**src/rtl/adder_arbiter.sv**
```systemverilog
`default_nettype none
// ---------------------------------------------------------------------------
// adder_arbiter : round-robin sharing of one registered adder among requesters
// rev 1.0
// ---------------------------------------------------------------------------
module adder_arbiter #(
  parameter int NUM_REQ = 4,
  parameter int WIDTH   = 8,
  parameter int CNT_W   = 16
) (
  input  logic                     clk,
  input  logic                     rst,
  input  logic [NUM_REQ-1:0]       req_valid,
  input  logic [NUM_REQ*WIDTH-1:0] req_a,
  input  logic [NUM_REQ*WIDTH-1:0] req_b,
  output logic [NUM_REQ-1:0]       req_ready,
  output logic [NUM_REQ-1:0]       rsp_valid,
  input  logic [NUM_REQ-1:0]       rsp_ready,
  output logic [WIDTH:0]           rsp_sum,
  output logic                     add_en,
  output logic [WIDTH-1:0]         add_a,
  output logic [WIDTH-1:0]         add_b,
  input  logic [WIDTH:0]           add_sum,
  output logic                     busy,
  output logic [CNT_W-1:0]         op_count
);

  localparam int GW = (NUM_REQ > 1) ? $clog2(NUM_REQ) : 1;

  typedef enum logic [1:0] {
    IDLE  = 2'd0,
    ISSUE = 2'd1,
    WAIT  = 2'd2,
    RESP  = 2'd3
  } state_t;

  state_t           state_q, state_d;
  logic [GW-1:0]    grant_q, grant_d;
  logic [GW-1:0]    last_grant_q, last_grant_d;
  logic [WIDTH-1:0] a_q, a_d, b_q, b_d;
  logic [WIDTH:0]   sum_q, sum_d;
  logic [CNT_W-1:0] op_count_q, op_count_d;

  logic [GW-1:0]    pick;
  logic [GW-1:0]    idx;
  logic             pick_vld;

  // Search starts one past the previous winner and wraps, so the first hit is the RR choice.
  always_comb begin
    pick     = '0;
    idx      = '0;
    pick_vld = 1'b0;
    for (int k = 1; k <= NUM_REQ; k++) begin
      idx = GW'((int'(last_grant_q) + k) % NUM_REQ);
      if (!pick_vld && req_valid[idx]) begin
        pick     = idx;
        pick_vld = 1'b1;
      end
    end
  end

  always_comb begin
    state_d      = state_q;
    grant_d      = grant_q;
    last_grant_d = last_grant_q;
    a_d          = a_q;
    b_d          = b_q;
    sum_d        = sum_q;
    op_count_d   = op_count_q;
    case (state_q)
      IDLE: begin
        if (pick_vld) begin
          grant_d = pick;
          a_d     = req_a[int'(pick)*WIDTH +: WIDTH];
          b_d     = req_b[int'(pick)*WIDTH +: WIDTH];
          state_d = ISSUE;
        end
      end
      ISSUE: state_d = WAIT;
      WAIT: begin
        sum_d   = add_sum;
        state_d = RESP;
      end
      RESP: begin
        if (rsp_ready[grant_q]) begin
          last_grant_d = grant_q;
          op_count_d   = op_count_q + CNT_W'(1);
          state_d      = IDLE;
        end
      end
      default: state_d = IDLE;
    endcase
  end

  always_ff @(posedge clk) begin
    if (!rst) begin
      state_q      <= IDLE;
      grant_q      <= '0;
      last_grant_q <= GW'(NUM_REQ - 1);
      a_q          <= '0;
      b_q          <= '0;
      sum_q        <= '0;
      op_count_q   <= '0;
    end else begin
      state_q      <= state_d;
      grant_q      <= grant_d;
      last_grant_q <= last_grant_d;
      a_q          <= a_d;
      b_q          <= b_d;
      sum_q        <= sum_d;
      op_count_q   <= op_count_d;
    end
  end

  // The accept strobe is masked during reset so a held request is never acknowledged then.
  assign req_ready = (state_q == IDLE && pick_vld && rst) ? (NUM_REQ'(1) << pick) : '0;
  assign rsp_valid = (state_q == RESP) ? (NUM_REQ'(1) << grant_q) : '0;
  assign rsp_sum   = sum_q;
  assign add_en    = (state_q == ISSUE);
  assign add_a     = a_q;
  assign add_b     = b_q;
  assign busy      = (state_q != IDLE);
  assign op_count  = op_count_q;

endmodule
`default_nettype wire

```
**config.mk**
```make
export PLATFORM = sky130hd
export DESIGN_NAME = adder_arbiter
export DESIGN_NICKNAME = d
export VERILOG_FILES = /design/src/rtl/adder_arbiter.sv
export SDC_FILE = /design/constraint.sdc
export NUM_CORES = 1
export LEC_CHECK = 0
export BUFFER_PORTS_ARGS = -buffer_cell sky130_fd_sc_hd__buf_4
export CAP_MARGIN = 20
export CORE_ASPECT_RATIO = 1.5
export CORE_UTILIZATION = 42
export CTS_BUF_LIST = sky130_fd_sc_hd__clkbuf_2
export DETAILED_ROUTE_END_ITERATION = 7
export PLACE_DENSITY = 0.76
export SLEW_MARGIN = 20
export SYNTH_ARGS = -nofsm -noshare
export SYNTH_HDL_FRONTEND = slang
export SYNTH_SLANG_ARGS = --single-unit
```
**constraint.sdc**
```tcl
create_clock -name clk -period 1.74 [get_ports clk]
set_clock_uncertainty 0.05 [all_clocks]
set_input_delay 0.348 -clock clk [delete_from_list [all_inputs] [get_ports clk]]
set_output_delay 0.348 -clock clk [all_outputs]
set_load 0.01 [all_outputs]
```
==> impl_metrics.yaml, run 1 <==
cts:
  numCtsBuffers: 5
  cts_hold_buf: 0
  htree_num_levels: 2
  clockBufferDepth: 2
  clk_pin_slew_worst_paths_ps: 270
  clk_latency_ps: 440
  tritoncts: "yes"
  cts_root_buf: "clkbuf_2"
  clock_sinks: 47
layout:
  fin_nets: 544
  antennaDiodeCount: 0
  stdcell_area_mm2: 0.00430
  fillCellCount: 388
  area_growth_pct: 73.9
  drive_gt1_share_pct: 53.1
synth:
  synth.top_cells.by_area: "dfxtp_1 38%, a222oi_1 6.5%, nand2_1 4.7%, mux2i_1 4.5%, a31oi_1 4.1%"
  async_flop_share_pct: 0
  synth_nets: 368
  synth_area_mm2: 0.00247
  ys_seq_elements: 47
  synth.top_cell.area_share_pct: 38.1
  ys_seq_area_share_pct: 38.1
  synth_edf_count: 0
  syn_area_per_cell_um2: 8.86
  synth_cells: 279
  yosysTopAreaCell: "dfxtp_1"
  ys_types: 46
  ys.flop_type: "dfxtp_1"
  ys.warnings.count: 0
die:
  initial_core_util_pct: 44.3
  core_area_mm2: 0.00557
  die_h_um: 95.9
  die_area_mm2: 0.00620
  die_w_um: 64.6
  io_pins: 134
  rows: 33
timing:
  slew_headroom_pct: 58.8
  drv_slew: 0
  finalHoldViolCount: 0
  rsz0062_at_grt: "true"
  period_minus_slack_ps: 2120
  worst_pin_slew_ps: 615
  setup_viol: 29
  fmax_mhz: 472
  layout_setup_ws_ps: -380
  period_share_pct: 122
status:
  status: "complete, but fails checks"
  violations: "negative setup slack"
hold_path:
  min-delay-start: "req_b[27]"
  hold_path.class: "in -> reg"
  holdPathStages: 3
  worstHoldEndpoint: "add_b[3]$_SDFFE_PN0P_"
flow_run:
  maxCapViolations: 0
pwr:
  combPwrFrac_pct: 57.0
  p_int_mw: 2.89
  power_mw: 4.64
  irDropWorstVdd_v: 0.000665
  p_sw_share_pct: 37.8
  p_switching_mw: 1.75
  pwr-share-clk_pct: 10.3
  cellPowerDensity_mw_per_mm2: 1080
  total_leakage_power_nw: 1.92
  seq_power_share_pct: 32.7
setup_path:
  cp-end-kind: "primary output"
  path_max_fanout: 6
  startpoint_type: "flip-flop"
  required_ps: 1340
  slowest_delay_ps: 440
  slowest_stage: "dfxtp_4"
  r2r-start: "op_count[0]$_SDFFE_PN0P_"
  reg2reg_to: "op_count[14]$_SDFFE_PN0P_"
  reg2reg_depth: 6
  arrival_ps: 1720
  crit_type: "reg -> out"
  cp_cell_sequence: "nand2b_4, a22o_1, a22o_4, and3_4, buf_6"
  cp-startpoint: "last_grant_q[0]$_SDFFE_PN1P_"
  rrSetupSlack_ps: -170
global_routing:
  grt_pass1_wl_um: 12400
  grt_pass1_vias: 2792
  antenna_found_initial: 0
  track_usage_pct: 25.4
  grt.overflow.total: 0
  grt_max_degree: 35
place:
  portBuffers: 133
  globalplace.congestion: 0.913
  hpwl_um: 5680
  place_area_mm2: 0.00376
route:
  drc_errors: 0
  firstDrtPassIters: 4
  routed_wl_um: 8320
  drtIter0Drc: 151
  vias: 2843
  antenna_left: 0
  via_per_inst: 5.40
  post_drt_wl_per_cell_um: 15.8
critical path: cells and delay by family, from the launching register on:
kind                   cells  cell delay, ps
AO/OA/AOI/OAI              2             430
buffers and inverters      1             110
AND/OR/NAND/NOR            2             300
flip-flops                 1             440
how the worst max path moves through the flow:
stage | slack [ps] | endpoint | cells after the start
floorplan | -20 | req_ready[0] | 5
global placement | -30 | add_b[1]$_SDFFE_PN0P_ | 7
detailed placement | -100 | add_b[5]$_SDFFE_PN0P_ | 7
CTS | -360 | req_ready[0] | 5
global route | -450 | req_ready[3] | 6
finish | -380 | req_ready[0] | 5
Yosys cell counts (5+ instances only):
cell      count
dfxtp_1      47
nand2_1      31
o21ai_0      19
a222oi_1     16
a31oi_1      16
clkbuf_1     14
and2_1       12
nor2b_1      12
mux2i_1      11
nor2_1       10
xnor2_1       8
a21oi_1       7
inv_1         7
ha_1          6
nand2b_1      6
and3_1        5
nand3_1       5
cell usage in the layout (no fill, tap or decap), types with 3 or more instances in the layout:
cell type / n
nand2b_4: 3
clkbuf_2: 5
dfxtp_1: 40
mux2i_1: 11
a222oi_1: 16
buf_6: 28
inv_1: 3
buf_4: 158
xor2_1: 3
a31oi_1: 16
ha_4: 3
o21ai_0: 18
nand2_1: 29
nor2_1: 5
o21ai_1: 3
nor2_4: 4
nor2b_1: 11
nand4_1: 4
a21boi_1: 3
dfxtp_4: 3
nand2b_1: 3
and2_1: 12
nand3_1: 5
dfxtp_2: 4
xnor2_1: 8
a21oi_1: 5
and3_4: 3
state kept, by name, indices dropped and copies added, names as in the netlist:
name and flops:
state_q 2, last_grant_q 2, add_a 8, add_b 8
rsp_sum 9, grant_q 2, op_count 16
power by group through the flow:
| stage | combinational (mW) | sequential [mW] | clock, mW |
|---|---|---|---|
| final | 2.64 | 1.52 | 0.476 |
| after global routing | 2.83 | 1.55 | 0.529 |
| after CTS | 2.27 | 1.51 | 0.489 |
| after detailed placement | 1.93 | 1.51 | 0 |
| after global placement | 1.90 | 1.50 | 0 |
| after floorplan | 0.976 | 1.58 | 0 |
metrics by stage:
stage	std cells	hold WS, ps	setup WS, ps	util [%]	setup TNS (ps)
2_1_floorplan	279	414	-23.3	-	-23.3
3_3_place_gp	497	430	-29.8	67.5	-142
3_5_place_dp	497	439	-97.4	67.5	-665
4_1_cts	516	54.5	-365	73.1	-3230
5_1_grt	526	58.5	-446	77.1	-6230
6_report	526	83.9	-380	77.1	-3570
per-layer routing:
layer  share of wire, %  vias up  global-route usage (%)
li1                   -     1389                       -
met1                 38     1328                    26.4
met2                 55      104                    49.3
met3                3.8       22                    4.50
met4                3.2        0                    10.6
met5                  0        -                       0
cell families after synthesis:
family	count (synthesis)	synth area share [%]
AOI/OAI and AO/OA	78	22.7
muxes	14	6.03
and+or+nand+nor	97	21.6
xor gates and xnor gates	11	3.90
buffers and inverters	26	4.71
DFF	47	38.1
adders and majority gates	6	3.04
timing repair:
| action | in CTS | in global routing |
|---|---|---|
| endpoints found under the setup margin | 34 | 45 |
| setup buffers | 11 | 12 |
| resized for setup | 50 | 31 |
| pin swaps | 22 | 20 |
final cells by class:
| type | count | area [µm²] | share of cell area (%) |
|---|---|---|---|
| flip-flops and latches | 47 | 957 | 22.3 |
| clock inverters | 3 | 20.0 | 0.466 |
| repair buffers | 188 | 1520 | 35.4 |
| well taps | 70 | 87.6 | 2.04 |
| multi-input cells | 206 | 1660 | 38.5 |
| clock buffers | 5 | 25.0 | 0.582 |
| inverters | 7 | 31.3 | 0.728 |
No activity file was read; power rests on OpenSTA's default activity.
==> run 2, diff against run 1 <==
--- a/config.mk
+++ b/config.mk
@@ -5,12 +5,14 @@
 export SDC_FILE = /design/constraint.sdc
 export NUM_CORES = 1
 export LEC_CHECK = 0
+export ABC_AREA = 1
 export BUFFER_PORTS_ARGS = -buffer_cell sky130_fd_sc_hd__buf_4
 export CAP_MARGIN = 20
 export CORE_ASPECT_RATIO = 1.5
-export CORE_UTILIZATION = 42
+export CORE_UTILIZATION = 44
 export CTS_BUF_LIST = sky130_fd_sc_hd__clkbuf_2
 export DETAILED_ROUTE_END_ITERATION = 7
+export MAX_ROUTING_LAYER = met4
 export PLACE_DENSITY = 0.76
 export SLEW_MARGIN = 20
 export SYNTH_ARGS = -nofsm -noshare
==> run 2 against run 1 <==
  * The flow still finishes with violations (negative setup slack)
  * Global-route usage rose by 1.1 points
  * Synthesized cell count rose by 73%
  * First-iteration DRC count down 15%
  * Clock power up 25%
  * Maximum frequency fell by 12%
  * Worst hold slack got worse by 18 ps
  * Critical endpoint is now req_ready[2]
  * Largest power group unchanged
==> impl_metrics.yaml, run 2 <==
synth:
  synth_cells: 484
  ys_seq_elements: 47
  ys_types: 29
  ys.flop_type: "dfxtp_1"
  yosysTopAreaCell: "dfxtp_1"
  ys.warnings.count: 0
  async_flop_share_pct: 0
  synth_edf_count: 0
  synth_commonest_cells: "155 x nand2_1, 66 x nand3_1, 66 x nor2_1"
  synth_nets: 573
  yosysMostFrequentCell: "nand2_1"
  synth.top_cell.area_share_pct: 32.1
  syn_area_per_cell_um2: 6.06
  synth_area_mm2: 0.00293
  synth.top_cells.by_area: "dfxtp_1 32%, nand2_1 20%, nand3_1 11%, nor2_1 8.4%, inv_1 5.0%"
  ys_seq_area_share_pct: 32.1
die:
  die_w_um: 68.7
  rows: 36
  die_area_mm2: 0.00700
  io_pins: 134
  initial_core_util_pct: 45.2
  core_area_mm2: 0.00649
  die_h_um: 102
layout:
  layout_common_cells: "158 x buf_4, 129 x nand2_1, 62 x nand3_1, 62 x nor2_1, 39 x dfxtp_1"
  fillCellCount: 540
  area_growth_pct: 61.6
  final_core_util_pct: 73.1
  layout_commonest_cell: "buf_4"
  multi_input_area_mm2: 0.00197
  stdcell_area_mm2: 0.00474
  largest_reg_flops: 16
  antennaDiodeCount: 0
  drive_gt1_share_pct: 40.6
  fin_nets: 737
  register_area_um2: 958
place:
  portBuffers: 133
  place_area_mm2: 0.00420
  globalplace.congestion: 0.816
  hpwl_um: 6460
timing:
  setup-tns-final_ps: -13550
  fmax_mhz: 416
  period_share_pct: 138
  setup_viol: 28
  worst_pin_slew_ps: 294
  period_minus_slack_ps: 2410
  finalHoldViolCount: 0
  drv_slew: 0
  layout_setup_ws_ps: -666
  rsz0062_at_grt: "true"
  slew_headroom_pct: 80.3
global_routing:
  track_usage_pct: 26.5
  grt_pass1_wl_um: 13900
  grt.overflow.total: 0
  grt_pass1_vias: 3353
  grt_max_degree: 35
  antenna_found_initial: 0
cts:
  clockBufferDepth: 2
  clock_sinks: 47
  cts_root_buf: "clkbuf_2"
  htree_num_levels: 2
  clk_pin_slew_worst_paths_ps: 250
  tritoncts: "yes"
  cts_hold_buf: 0
  numCtsBuffers: 5
  clk_latency_ps: 430
route:
  firstDrtPassIters: 4
  post_drt_wl_per_cell_um: 12.7
  via_per_inst: 4.98
  vias: 3609
  routed_wl_um: 9200
  drtIter0Drc: 128
  antenna_left: 0
  drc_errors: 0
status:
  violations: "negative setup slack"
  status: "complete, but fails checks"
setup_path:
  reg2reg_depth: 20
  path_max_fanout: 9
  arrival_ps: 2010
  rrSetupSlack_ps: -670
  r2r-start: "last_grant_q[0]$_SDFFE_PN1P_"
  cp-end-kind: "primary output"
  crit_type: "reg -> out"
  startpoint_type: "flip-flop"
  reg2reg_to: "add_b[6]$_SDFFE_PN0P_"
  required_ps: 1340
flow_run:
  maxCapViolations: 0
pwr:
  irDropWorstVdd_v: 0.000909
  total_leakage_power_nw: 2.43
  cellPowerDensity_mw_per_mm2: 1310
hold_path:
  worstHoldEndpoint: "rsp_sum[4]$_SDFFE_PN0P_"
  holdPathStages: 3
  min-delay-start: "add_sum[4]"
  hold_path.class: "in -> reg"
## run 2: critical path, stage by stage (launching register included)
cell and delay, ps:
dfxtp_4 480, inv_8 60, nand2_2 80, nand2_2 90, nand2_4 90, nand2_4 60, nor2_4 150, nand3_4 130
nand3_4 160, inv_4 60, nor3_4 110, buf_6 120
## run 2: cell type report
| cell class | count | share of cell area (%) |
|---|---|---|
| multi-input combinational | 369 | 41.6 |
| sequential | 47 | 20.2 |
| timing repair buffer | 177 | 30.6 |
| clock inverter | 2 | 0.792 |
| inverter | 48 | 4.28 |
| tap | 76 | 2.01 |
| clock buffer | 5 | 0.528 |
## run 2: cells by family (layout without fill, tap and decap cells)
kind of cell | count (synthesis) | in the layout | share of synthesized area, %
xor gates and xnor gates | 2 | 2 | 0.597
adders and majority gates | 6 | 6 | 2.56
and+or+nand+nor | 314 | 314 | 45.9
buffers and inverters | 68 | 232 | 10.3
AOI/OAI and AO/OA | 47 | 47 | 8.53
DFF | 47 | 47 | 32.1
## run 2: metrics by stage
stage | hold WS [ps] | power (mW) | cells | setup WS (ps)
finish | 66.0 | 6.23 | 724 | -666
global route | 34.1 | 6.77 | 724 | -799
CTS | 57.8 | 5.99 | 720 | -654
detailed placement | 433 | 4.82 | 699 | -297
global placement | 415 | 4.75 | 699 | -211
floorplan | 433 | 3.74 | 484 | -142
## run 2: what timing repair did
item                                    CTS  global route
hold endpoints to repair                  0             0
endpoints found under the setup margin   28            41
setup buffers                            13             6
pin swaps                                 9            13
resized for setup                        49            52
gates cloned                              1             0
## run 2: worst max path at each step
stage | cells past startpoint | end | startpoint
3_5_place_dp | 16 | add_b[5]$_SDFFE_PN0P_ | last_grant_q[0]$_SDFFE_PN1P_
3_3_place_gp | 16 | add_b[5]$_SDFFE_PN0P_ | last_grant_q[0]$_SDFFE_PN1P_
4_1_cts | 11 | req_ready[1] | last_grant_q[0]$_SDFFE_PN1P_
6_report | 11 | req_ready[2] | last_grant_q[0]$_SDFFE_PN1P_
5_1_grt | 11 | req_ready[2] | last_grant_q[0]$_SDFFE_PN1P_
2_1_floorplan | 12 | req_ready[2] | last_grant_q[0]$_SDFFE_PN1P_
## run 2: layer usage
metal | GRT usage (%) | wire length (µm) | up-vias
met4 | 7.85 | 177 | 0
met3 | 4.02 | 577 | 18
met5 | - | 0 | -
li1 | - | - | 1873
met2 | 49.2 | 4840 | 129
met1 | 27.5 | 3600 | 1589
## run 2: power by group
| part | total (mW) | internal (mW) | switching (mW) | leakage [nW] |
|---|---|---|---|---|
| Combinational | 4.07 | 1.90 | 2.18 | 2.01 |
| Clock | 0.597 | 0.234 | 0.363 | 0.0350 |
| Sequential | 1.56 | 1.36 | 0.199 | 0.387 |
| Total | 6.23 | 3.49 | 2.74 | 2.43 |
